$ cat config.mk
export PLATFORM = sky130hd
export DESIGN_NAME = mult_div_unit
export DESIGN_NICKNAME = d
export VERILOG_FILES = /design/src/rtl/mdu_pkg.sv /design/src/rtl/mdu_iter_core.sv /design/src/rtl/mult_div_unit.sv
export SDC_FILE = /design/constraint.sdc
export NUM_CORES = 1
export LEC_CHECK = 0
export CAP_MARGIN = 20
export CELL_PAD_IN_SITES_DETAIL_PLACEMENT = 0
export CELL_PAD_IN_SITES_GLOBAL_PLACEMENT = 1
export CORE_ASPECT_RATIO = 2
export CORE_MARGIN = 4
export CORE_UTILIZATION = 38
export CTS_BUF_LIST = sky130_fd_sc_hd__clkbuf_16
export CTS_CLUSTER_DIAMETER = 200
export DETAILED_ROUTE_END_ITERATION = 16
export PLACE_DENSITY_LB_ADDON = 0.1
export REMOVE_ABC_BUFFERS = 1
export SLEW_MARGIN = 15
export SYNTH_ARGS = -nofsm -noshare
export SYNTH_HDL_FRONTEND = slang
export SYNTH_SLANG_ARGS = --single-unit
$ cat constraint.sdc
create_clock -name clk_i -period 3.5 [get_ports clk_i]
set_input_delay 0.35 -clock clk_i [delete_from_list [all_inputs] [get_ports clk_i]]
set_output_delay 0.35 -clock clk_i [all_outputs]
set_load 0.01 [all_outputs]
$ cat src/rtl/mdu_pkg.sv
// ---------------------------------------------------------------------------
// mdu_pkg
// Shared definitions for the iterative multiply/divide unit:
//   - operation encodings (op_i field)
//   - controller state encoding
//   - iteration count and divide-by-zero quotient constant
//   - magnitude helper used when latching signed operands
// ---------------------------------------------------------------------------
package mdu_pkg;

    typedef enum logic [1:0] {
        MDU_MULT  = 2'd0,
        MDU_MULTU = 2'd1,
        MDU_DIV   = 2'd2,
        MDU_DIVU  = 2'd3
    } mdu_op_e;

    typedef enum logic [1:0] {
        IDLE = 2'd0,
        CALC = 2'd1,
        FIN  = 2'd2
    } mdu_state_e;

    localparam int          MDU_ITER_N  = 32;
    localparam logic [31:0] MDU_DIV0_LO = 32'hFFFF_FFFF;

    // Two's-complement magnitude when the operation is signed; raw value
    // otherwise. |0x80000000| stays 0x80000000, which reads correctly as an
    // unsigned magnitude.
    function automatic logic [31:0] mdu_mag(input logic [31:0] value,
                                            input logic        is_signed);
        return (is_signed && value[31]) ? (~value + 32'd1) : value;
    endfunction

endpackage

$ cat src/rtl/mdu_iter_core.sv
// ---------------------------------------------------------------------------
// mdu_iter_core
// One combinational iteration of either
//   - radix-2 shift-add multiply: acc = {partial_product_hi, multiplier_bits}
//   - restoring divide:           acc = {partial_remainder, dividend/quotient}
// Ports:
//   is_div   in   1   select divide step (1) or multiply step (0)
//   acc_in   in  64   accumulator before the step
//   operand  in  32   multiplicand (multiply) or divisor (divide) magnitude
//   acc_out  out 64   accumulator after the step
// ---------------------------------------------------------------------------
module mdu_iter_core (
    input  logic        is_div,
    input  logic [63:0] acc_in,
    input  logic [31:0] operand,
    output logic [63:0] acc_out
);

    logic [31:0] addend;
    logic [32:0] sum;
    logic [32:0] rem_sh;
    logic [31:0] diff;
    logic        fits;
    logic [31:0] new_rem;

    always_comb begin
        // Multiply: add multiplicand into the top half when the current
        // multiplier LSB is set, then shift the whole 65-bit value right.
        addend = acc_in[0] ? operand : 32'd0;
        sum    = {1'b0, acc_in[63:32]} + {1'b0, addend};

        // Divide: shift the next dividend bit into a 33-bit partial
        // remainder and subtract the divisor if it fits. When it fits the
        // true difference is below 2^32, so 32-bit modular arithmetic is exact.
        rem_sh  = acc_in[63:31];
        fits    = (rem_sh >= {1'b0, operand});
        diff    = rem_sh[31:0] - operand;
        new_rem = fits ? diff : rem_sh[31:0];

        if (is_div) begin
            acc_out = {new_rem, acc_in[30:0], fits};
        end else begin
            acc_out = {sum, acc_in[31:1]};
        end
    end

endmodule

$ cat src/rtl/mult_div_unit.sv
// ---------------------------------------------------------------------------
// mult_div_unit
// Iterative multiply/divide unit for the EX stage. Produces the HI/LO pair
// for MULT/MULTU/DIV/DIVU and supports mthi/mtlo writes while idle.
// Operation latency: busy_o for 33 cycles after the start edge, done_o
// pulses in the following cycle as HI/LO take their new values.
//
// Build option:
//   MDU_FAST_MULT_EN  when defined, MULT/MULTU bypass the iterative loop and
//                     use a single-cycle 64-bit multiply (busy 1 cycle).
//
// Ports:
//   clk_i     in   1  clock, rising edge
//   rst_i     in   1  synchronous active-high reset
//   start_i   in   1  launch operation (accepted only in IDLE)
//   op_i      in   2  0=MULT 1=MULTU 2=DIV 3=DIVU
//   src1_i    in  32  multiplicand / dividend
//   src2_i    in  32  multiplier / divisor
//   abort_i   in   1  cancel in-flight operation
//   hi_we_i   in   1  mthi write enable (IDLE only)
//   lo_we_i   in   1  mtlo write enable (IDLE only)
//   wdata_i   in  32  mthi/mtlo data
//   busy_o    out  1  state != IDLE
//   done_o    out  1  one-cycle pulse after HI/LO update by an operation
//   hi_o      out 32  HI register
//   lo_o      out 32  LO register
//
// Handshake: start_i is a single-cycle request sampled only while busy_o=0
// and abort_i=0; once accepted nothing is sampled from src/op until the unit
// returns to IDLE. done_o is a pulse, not a valid/ready pair: the consumer
// must take HI/LO from that cycle onward and there is no backpressure.
// ---------------------------------------------------------------------------
module mult_div_unit
    import mdu_pkg::*;
#(
    parameter int DATA_W = 32,
    parameter int ITER_N = MDU_ITER_N
) (
    input  logic              clk_i,
    input  logic              rst_i,
    input  logic              start_i,
    input  logic [1:0]        op_i,
    input  logic [DATA_W-1:0] src1_i,
    input  logic [DATA_W-1:0] src2_i,
    input  logic              abort_i,
    input  logic              hi_we_i,
    input  logic              lo_we_i,
    input  logic [DATA_W-1:0] wdata_i,
    output logic              busy_o,
    output logic              done_o,
    output logic [DATA_W-1:0] hi_o,
    output logic [DATA_W-1:0] lo_o
);

    localparam int CNT_W = $clog2(ITER_N);

    // Controller state is kept as a plain named signal so checkers can bind
    // to it directly.
    mdu_state_e        state;
    mdu_op_e           op_r;
    logic [31:0]       operand;   // multiplicand or divisor magnitude
    logic [63:0]       acc;       // working accumulator
    logic [CNT_W-1:0]  count;
    logic              neg_res;   // product / quotient must be negated
    logic              neg_rem;   // remainder takes dividend sign
    logic              div_zero;
    logic [31:0]       hi;
    logic [31:0]       lo;
    logic              done;

    logic              op_is_div;
    logic              start_div;
    logic              start_signed;
    logic [31:0]       mag1;
    logic [31:0]       mag2;
    logic [63:0]       acc_step;
    logic [63:0]       prod;
    logic [63:0]       prod_fix;
    logic [31:0]       quo_fix;
    logic [31:0]       rem_fix;
    logic [31:0]       res_hi;
    logic [31:0]       res_lo;

    assign op_is_div    = (op_r == MDU_DIV) || (op_r == MDU_DIVU);
    assign start_div    = (op_i == MDU_DIV) || (op_i == MDU_DIVU);
    assign start_signed = (op_i == MDU_MULT) || (op_i == MDU_DIV);
    assign mag1         = mdu_mag(src1_i, start_signed);
    assign mag2         = mdu_mag(src2_i, start_signed);

    mdu_iter_core u_core (
        .is_div  (op_is_div),
        .acc_in  (acc),
        .operand (operand),
        .acc_out (acc_step)
    );

    // Sign correction and result selection, consumed at the FIN edge.
    always_comb begin
        prod = acc;
`ifdef MDU_FAST_MULT_EN
        // Fast path: the multiplier magnitude is still parked in acc[31:0].
        if (!op_is_div) begin
            prod = 64'(operand) * 64'(acc[31:0]);
        end
`endif
        prod_fix = neg_res ? (~prod + 64'd1) : prod;
        quo_fix  = neg_res ? (~acc[31:0] + 32'd1) : acc[31:0];
        rem_fix  = neg_rem ? (~acc[63:32] + 32'd1) : acc[63:32];
        if (op_is_div) begin
            // Divide by zero leaves the remainder equal to the dividend
            // naturally; only the quotient needs forcing.
            res_hi = rem_fix;
            res_lo = div_zero ? MDU_DIV0_LO : quo_fix;
        end else begin
            res_hi = prod_fix[63:32];
            res_lo = prod_fix[31:0];
        end
    end

    always_ff @(posedge clk_i) begin
        if (rst_i) begin
            state    <= IDLE;
            op_r     <= MDU_MULT;
            operand  <= '0;
            acc      <= '0;
            count    <= '0;
            neg_res  <= 1'b0;
            neg_rem  <= 1'b0;
            div_zero <= 1'b0;
            hi       <= '0;
            lo       <= '0;
            done     <= 1'b0;
        end else begin
            done <= 1'b0;
            case (state)
                IDLE: begin
                    if (hi_we_i) hi <= wdata_i;
                    if (lo_we_i) lo <= wdata_i;
                    if (start_i && !abort_i) begin
                        op_r     <= mdu_op_e'(op_i);
                        operand  <= start_div ? mag2 : mag1;
                        acc      <= {32'd0, start_div ? mag1 : mag2};
                        neg_res  <= start_signed && (src1_i[31] ^ src2_i[31]);
                        neg_rem  <= start_signed && src1_i[31];
                        div_zero <= (src2_i == 32'd0);
                        count    <= '0;
`ifdef MDU_FAST_MULT_EN
                        state    <= start_div ? CALC : FIN;
`else
                        state    <= CALC;
`endif
                    end
                end
                CALC: begin
                    if (abort_i) begin
                        state <= IDLE;
                    end else begin
                        acc   <= acc_step;
                        count <= count + 1'b1;
                        if (count == CNT_W'(ITER_N - 1)) state <= FIN;
                    end
                end
                FIN: begin
                    state <= IDLE;
                    if (!abort_i) begin
                        hi   <= res_hi;
                        lo   <= res_lo;
                        done <= 1'b1;
                    end
                end
                default: state <= IDLE;
            endcase
        end
    end

    assign busy_o = (state != IDLE);
    assign done_o = done;
    assign hi_o   = hi;
    assign lo_o   = lo;

endmodule

==> flow_summary.html <==
<table>
<tr><th>Metric</th><th>Value</th></tr>
<tr><th colspan="2">Timing</th></tr>
<tr><td>Remaining max-slew budget at the tightest pin</td><td>31.8%</td></tr>
<tr><td>Fin. Hold Viols</td><td>0</td></tr>
<tr><td>Number of pins with negative max-slew slack in the final report</td><td>0</td></tr>
<tr><td>Worst hold slack across all endpoints</td><td>0.257 ns</td></tr>
<tr><td>Ratio of final minimum period to clock period</td><td>96.5%</td></tr>
<tr><td>Skew final</td><td>0.0212 ns</td></tr>
<tr><td>Worst-margin pin slew</td><td>1.02 ns</td></tr>
<tr><td>Tmin final</td><td>3.38 ns</td></tr>
<tr><td>Total of endpoints with negative setup slack in the final report</td><td>0</td></tr>
<tr><td>FMAX</td><td>0.296 GHz</td></tr>
<tr><th colspan="2">Clock tree</th></tr>
<tr><td>Number of buffers added by the clock tree synthesis step</td><td>17</td></tr>
<tr><td>Largest buffer count on any clock path</td><td>2</td></tr>
<tr><td>Clk sink count</td><td>172</td></tr>
<tr><td>CTS hold repair buffers</td><td>0</td></tr>
<tr><td>Clock tree root driver cell</td><td>sky130_fd_sc_hd__clkbuf_16</td></tr>
<tr><td>TritonCTS clock tree</td><td>built</td></tr>
<tr><td>Clock-pin slew of the registers on the worst-case setup and hold paths</td><td>0.09 ns</td></tr>
<tr><td>Clock Latency Late Sink</td><td>0.47 ns</td></tr>
<tr><td>Number of levels in the clock H-tree</td><td>4</td></tr>
<tr><th colspan="2">Global route</th></tr>
<tr><td>Met1 Use GR</td><td>29.7%</td></tr>
<tr><td>Tot GR Track Use</td><td>32.2%</td></tr>
<tr><td>Global-route wire length before repair</td><td>103,000 µm</td></tr>
<tr><td>Final global-route overflow total</td><td>0</td></tr>
<tr><td>Maximum number of pins on one net before global-route repair</td><td>70</td></tr>
<tr><td>Top Usage Layer GRT</td><td>met2</td></tr>
<tr><td>M3 GR Usage</td><td>3.21%</td></tr>
<tr><td>Initial antenna violation count</td><td>0</td></tr>
<tr><td>Vias in the first global route</td><td>17.2k</td></tr>
<tr><td>GR Layer Usage met2</td><td>61.7%</td></tr>
<tr><th colspan="2">Routing</th></tr>
<tr><td>Drt first-iter violations</td><td>1,019</td></tr>
<tr><td>Routed length per placed instance</td><td>24.8 µm</td></tr>
<tr><td>Final Routed Wirelength</td><td>70,300 µm</td></tr>
<tr><td>Routed via count</td><td>16.8k</td></tr>
<tr><td>Drc violations</td><td>0</td></tr>
<tr><td>Detail Route Antenna Nets</td><td>0</td></tr>
<tr><td>First drt pass iteration count</td><td>7</td></tr>
<tr><td>Routed vias/inst</td><td>5.91</td></tr>
<tr><th colspan="2">Min path</th></tr>
<tr><td>Hold crit path type</td><td>in2reg</td></tr>
<tr><th colspan="2">Placed design</th></tr>
<tr><td>Total half-perimeter wirelength after legalization and detailed placement</td><td>57,700 µm</td></tr>
<tr><td>Inst Count DP</td><td>2,805</td></tr>
<tr><td>Count of input and output buffers</td><td>169</td></tr>
<tr><td>Weighted congestion at the end of routability-driven global placement</td><td>0.964</td></tr>
<tr><th colspan="2">Die</th></tr>
<tr><td>Die extent in y</td><td>287 µm</td></tr>
<tr><td># IOs</td><td>170</td></tr>
<tr><td>Number of cell rows</td><td>102</td></tr>
<tr><td>Core box area</td><td>38,700 µm²</td></tr>
<tr><td>Horizontal die dimension</td><td>148 µm</td></tr>
<tr><td>Starting utilization of the core area</td><td>38.4%</td></tr>
<tr><td>Full die area</td><td>42,500 µm²</td></tr>
<tr><th colspan="2">Worst setup path</th></tr>
<tr><td>Startpoint types</td><td>flip-flop</td></tr>
<tr><td>Critical path start-end classification</td><td>reg2reg</td></tr>
<tr><td>Critical Path, Cell by Cell</td><td>buf_4 -&gt; ha_1 -&gt; a21oi_1 -&gt; o21ai_0 -&gt; and2_1 -&gt; o211ai_1 -&gt; a21oi_1 -&gt; nor2_4 -&gt; buf_4 -&gt; or4b_2 -&gt; o2111ai_1 -&gt; a22o_1</td></tr>
<tr><td>CP Max Fanout</td><td>11</td></tr>
<tr><td>Largest stage delay, worst path</td><td>0.61 ns</td></tr>
<tr><td>Category of the worst setup path capture point</td><td>flip-flop</td></tr>
<tr><td>Data arrival at the endpoint of the critical path</td><td>3.78 ns</td></tr>
<tr><td>Required time of the critical path</td><td>3.91 ns</td></tr>
<tr><td>Cell with the biggest individual delay on the critical path</td><td>sky130_fd_sc_hd__or4b_2</td></tr>
<tr><th colspan="2">Yosys</th></tr>
<tr><td>Gate count of the mapped netlist</td><td>2,056</td></tr>
<tr><td>Post-synthesis cell type with the largest combined area</td><td>sky130_fd_sc_hd__dfxtp_1</td></tr>
<tr><td>Most instantiated cells after synthesis</td><td>272 x sky130_fd_sc_hd__nor2_1, 208 x sky130_fd_sc_hd__a21oi_1, 192 x sky130_fd_sc_hd__nand2_1</td></tr>
<tr><td>Most frequent cell after synthesis</td><td>sky130_fd_sc_hd__nor2_1</td></tr>
<tr><td>Cells taking the most area after synthesis</td><td>sky130_fd_sc_hd__dfxtp_1 23%, sky130_fd_sc_hd__a21oi_1 7.0%, sky130_fd_sc_hd__nor2_1 6.9%</td></tr>
<tr><td>Fraction of post-synthesis cell area in the top cell type by area</td><td>23.2%</td></tr>
<tr><td>Number of synthesized register bits</td><td>172</td></tr>
<tr><td>Number of enable flip-flop cells after synthesis</td><td>0</td></tr>
<tr><td>Summed instance area of the synthesized netlist</td><td>14,800 µm²</td></tr>
<tr><td>Share of flip-flops with an asynchronous set or reset after synthesis</td><td>0%</td></tr>
<tr><td>Part of the Yosys area used for sequential elements</td><td>23.2%</td></tr>
<tr><td>Number of different library cells in the post-synthesis netlist</td><td>70</td></tr>
<tr><td>Yosys warning count</td><td>0</td></tr>
<tr><td>Average size of a mapped cell</td><td>7.22 µm²</td></tr>
<tr><td>Primary flip-flop cell chosen by synthesis mapping</td><td>sky130_fd_sc_hd__dfxtp_1</td></tr>
<tr><th colspan="2">Cells and area</th></tr>
<tr><td>N_diodes</td><td>0</td></tr>
<tr><td>Net count, final</td><td>2,483</td></tr>
<tr><td>Filler-free cell count of the finished design</td><td>2,840</td></tr>
<tr><td>Layout Area Growth over Synthesis</td><td>27.5%</td></tr>
<tr><td>Ratio of cells with drive above 1 in the final layout</td><td>12.8%</td></tr>
<tr><th colspan="2">Pwr</th></tr>
<tr><td>Power density normalized to cell area</td><td>331 nW/µm²</td></tr>
<tr><td>Worst ir drop on vdd</td><td>0.000503 V</td></tr>
<tr><td>Reported leakage power</td><td>7.89 nW</td></tr>
<tr><td>Overall power of the completed layout</td><td>6.26 mW</td></tr>
<tr><th colspan="2">Job</th></tr>
<tr><td>Number of maximum-capacitance violations</td><td>0</td></tr>
<tr><th colspan="2">Outcome</th></tr>
<tr><td>Run status</td><td>complete, no violations</td></tr>
</table>
-- final timing paths --
kind                            depth (start not counted)  slack, ns    endpoint        from
worst max-delay path                                   12       0.12     acc[62]     acc[36]
worst min-delay path                                    2       0.26     hi_o[6]       rst_i
worst max register to register                         12       0.12     acc[62]     acc[36]
worst min register to register                          2       0.45  operand[6]  operand[6]
-- critical path, delay by kind of cell (launching register included) --
family          cells  cell delay, ns
compound gates      6            1.26
fa+ha+maj           1            0.30
buf+inv             2            0.42
flops               1            0.39
simple gates        3            0.93
-- power by group --
group,internal (mW),switching (mW)
Sequential,2.06,0.0860
Combinational,0.802,1.13
Clock,1.03,1.14
Total,3.90,2.36
-- cells by family (layout without fill, tap and decap cells) --
| group | Yosys count | in the layout | synth area share, % |
|---|---|---|---|
| flip-flops | 172 | 172 | 23.2 |
| XOR/XNOR | 173 | 173 | 10.2 |
| adder cells (fa/ha/maj) | 72 | 72 | 6.17 |
| AND/OR/NAND/NOR | 712 | 712 | 22.0 |
| buffers and inverters | 209 | 473 | 5.41 |
| multiplexers | 62 | 62 | 4.22 |
| AO/OA/AOI/OAI | 656 | 656 | 28.8 |
-- through the flow --
stage	setup WS [ns]	area [µm²]	utilization, %	setup TNS, ns
after floorplan	-1.07	14300	-	-44.23
after global placement	-0.0934	18200	47.1	-0.0934
after detailed placement	-0.114	18200	47.1	-0.114
after CTS	0.0213	18900	48.8	0
after global routing	-0.0198	18900	48.9	-0.0322
final	0.123	18900	48.9	0
-- state kept, by name (all words and copies together) (netlist names) --
signal / cells
acc: 64
count: 5
div_zero: 1
done_o: 1
hi_o: 32
lo_o: 32
neg_rem: 1
neg_res: 1
op_r: 1
operand: 32
state: 2
-- layer usage --
metal  routed length, µm  up-vias  share of wire, %
met3                2490      254               3.5
met2               37700      610                54
met5                   0        -                 0
li1                    -     7924                 -
met1               22900     8001                32
met4                7250        0                10
-- final cells by class --
type | instances | area [µm²]
flip-flops and latches | 172 | 3450
fillers | 4002 | 19700
clock inverters | 15 | 230
clock buffers | 17 | 425
multi-input cells | 1675 | 10700
repair buffers | 376 | 3260
inverters | 65 | 244
well taps | 520 | 651
-- timing repair --
item | in CTS | in global routing
endpoints found under the setup margin | 1 | 13
resized for setup | 2 | 9
pin swaps | 0 | 2
buffers inserted | 0 | 2
-- layout by cell type (no fill, tap or decap), drive strengths merged, types with 15 or more instances in the layout --
cell type	Yosys	layout
ha	70	70
or4	21	21
dfxtp	172	172
xnor2	102	102
nand3	23	23
buf	12	209
o211ai	30	30
a31oi	17	17
mux2i	57	57
a21o	46	46
clkdlybuf4s50	0	167
clkbuf	132	17
or3	23	23
nand2	192	192
o31ai	18	18
nor2b	16	16
nor2	272	272
inv	65	78
a22o	15	15
a211oi	53	53
xor2	71	71
nand2b	23	23
o221ai	18	18
a311oi	18	18
nor3	52	52
nor4	19	19
nand4	18	18
a21oi	209	209
o21ai	124	124
or2	21	21
Note: power is estimated with default switching activity, not from simulation.
==> variant (same settings) <==
Change the package constant `MDU_ITER_N` from 32 to 64.
--- a/src/rtl/mdu_pkg.sv
+++ b/src/rtl/mdu_pkg.sv
@@ -23,3 +23,3 @@
 
-    localparam int          MDU_ITER_N  = 32;
+    localparam int          MDU_ITER_N  = 64;
     localparam logic [31:0] MDU_DIV0_LO = 32'hFFFF_FFFF;
Check against the original RTL: not settled (the Yosys comparison gave no result); the edit may change what the design does.
==> variant against the unedited design <==
Fmax up 0.22%. Total power is 0.79% higher. Critical endpoint is now acc[61]. Clock skew decreased by 0.0050 ns. Global-route usage shrank 0.13 points. Synthesized cell count grew 1.8%. Area after synthesis fell by 0.33%. Final area down 0.57%. Sequential cell count is 1 higher. Worst setup slack better by 0.0073 ns. Worst hold slack improved by 0.059 ns. Routed wire length decreased by 1.1%. Via count is 0.71% higher.
==> variant: results (changes against the unedited design) <==
status: "finished, final reports clean"
place.gp.congestion: 0.970  # +0.62%
grt_pass1_vias: 17215  # +0.26%
netlist_area_sq_um: 14800  # -0.33%
peakVddDrop_v: 0.000358  # -29%
r2r-end: "acc[61]"
multi_input_area_sq_um: 10700  # about the same
cts_buffer_depth: 2  # unchanged
antenna_found_initial: 3  # +3
slowest_stage: "dfxtp_1"
grt_pass1_wl_um: 103000  # about the same
drt-initial-drc-count: 1177  # +16%
synth_cells: 2092  # +1.8%
synth_common_cells: "280 x nor2_1, 237 x nand2_1, 221 x a21oi_1"
drive_above_1_share: 0.119  # -0.00871
avgViaCountPerCell: 5.89  # -0.31%
finalNonFillerCells: 2869  # +1.0%
post-place-ws_ns: -0.182  # -0.0679 ns
synth.area.top_cells: "dfxtp_1 23%, a21oi_1 7.5%, nor2_1 7.1%"
clkLatencyLatePin_ns: 0.46
critPathMaxStageDelay_ns: 0.39  # -0.22 ns
place_area_sq_um: 18100  # -0.66%
finClkSkew_ns: 0.0162  # -0.00503 ns
ys_seq_area_frac: 0.234  # +0.00212
min_from: "rst_i"
largest_reg_flops: 64  # unchanged
nets: 2509  # +1.0%
dp_hpwl_um: 55900  # -3.2%
relSlewSlack: 0.382  # +0.0643
fin_crit_ns: 3.37  # -0.00732 ns
synth_cell_types: 74  # +5.7%
postRouteWirelength_um: 69600  # -1.1%
cts-root-buf: "clkbuf_16"
timing.rr.start: "acc[0]"
dp.cells: 2834  # +1.0%
fillCellCount: 4016  # +0.35%
leakage_nw: 7.74  # -2.0%
cp.arrival_ns: 3.71  # -0.07 ns
grt_usage: 0.321  # -0.00125
drt_pass1_iterations: 5  # -2
cp_max_fo: 6  # -5
## variant: power by group
part | switching [mW] | leakage, nW | internal (mW) | total (mW)
Combinational | 1.21 | 6.02 | 0.852 | 2.06
Sequential | 0.0912 | 1.42 | 2.08 | 2.17
Clock | 1.08 | 0.304 | 0.996 | 2.08
## variant: routing by layer
metal | global-route usage | part of all wire | up-vias
li1 | - | - | 7984
met1 | 0.313 | 0.34 | 8083
met2 | 0.599 | 0.53 | 602
met3 | 0.0357 | 0.041 | 239
met4 | 0.262 | 0.095 | 0
met5 | 0 | 0 | -
## variant: worst min path at each step
stage	to	slack, ns	cells after the start
3_5_place_dp	lo_o[15]	0.44	2
2_1_floorplan	acc[21]	0.42	1
5_1_grt	state[0]	0.33	2
4_1_cts	acc[22]	0.30	2
3_3_place_gp	hi_o[2]	0.44	2
6_report	acc[22]	0.32	2
## variant: final cells by class
class | count | area share
diodes | 2 | 0.000266
clock buffers | 17 | 0.0226
clock inverters | 15 | 0.0111
inverters | 65 | 0.0130
multi-input cells | 1721 | 0.567
flip-flops and latches | 173 | 0.184
well taps | 520 | 0.0346
repair buffers | 356 | 0.167
## variant: repair_timing
item,4_1_cts,5_1_grt
cloned,0,0
pin swaps,0,3
resized for setup,3,21
setup endpoints to repair,5,45
buffers inserted,0,1
## variant: cells by family (layout without fill, tap and decap cells)
kind of cell	count (synthesis)	after routing	synth area share
adder cells (fa/ha/maj)	71	71	0.0611
XOR/XNOR	170	170	0.101
buffers and inverters	198	453	0.0520
AND/OR/NAND/NOR	763	763	0.235
AO/OA/AOI/OAI	667	667	0.283
other	0	2	0
flip-flops	173	173	0.234
multiplexers	50	50	0.0346
## variant: worst reg2reg max path: stages (launching register included)
cell and delay, ns:
dfxtp_1 0.39, inv_2 0.10, buf_4 0.17, nor2_1 0.10
ha_1 0.29, a21oi_1 0.28, nor2_1 0.08, o21bai_1 0.18
o41ai_2 0.09, buf_4 0.16, o21ai_2 0.21, buf_4 0.18
a21oi_2 0.08, o311a_1 0.37, or3_1 0.35, a21oi_1 0.14
o21ai_0 0.08
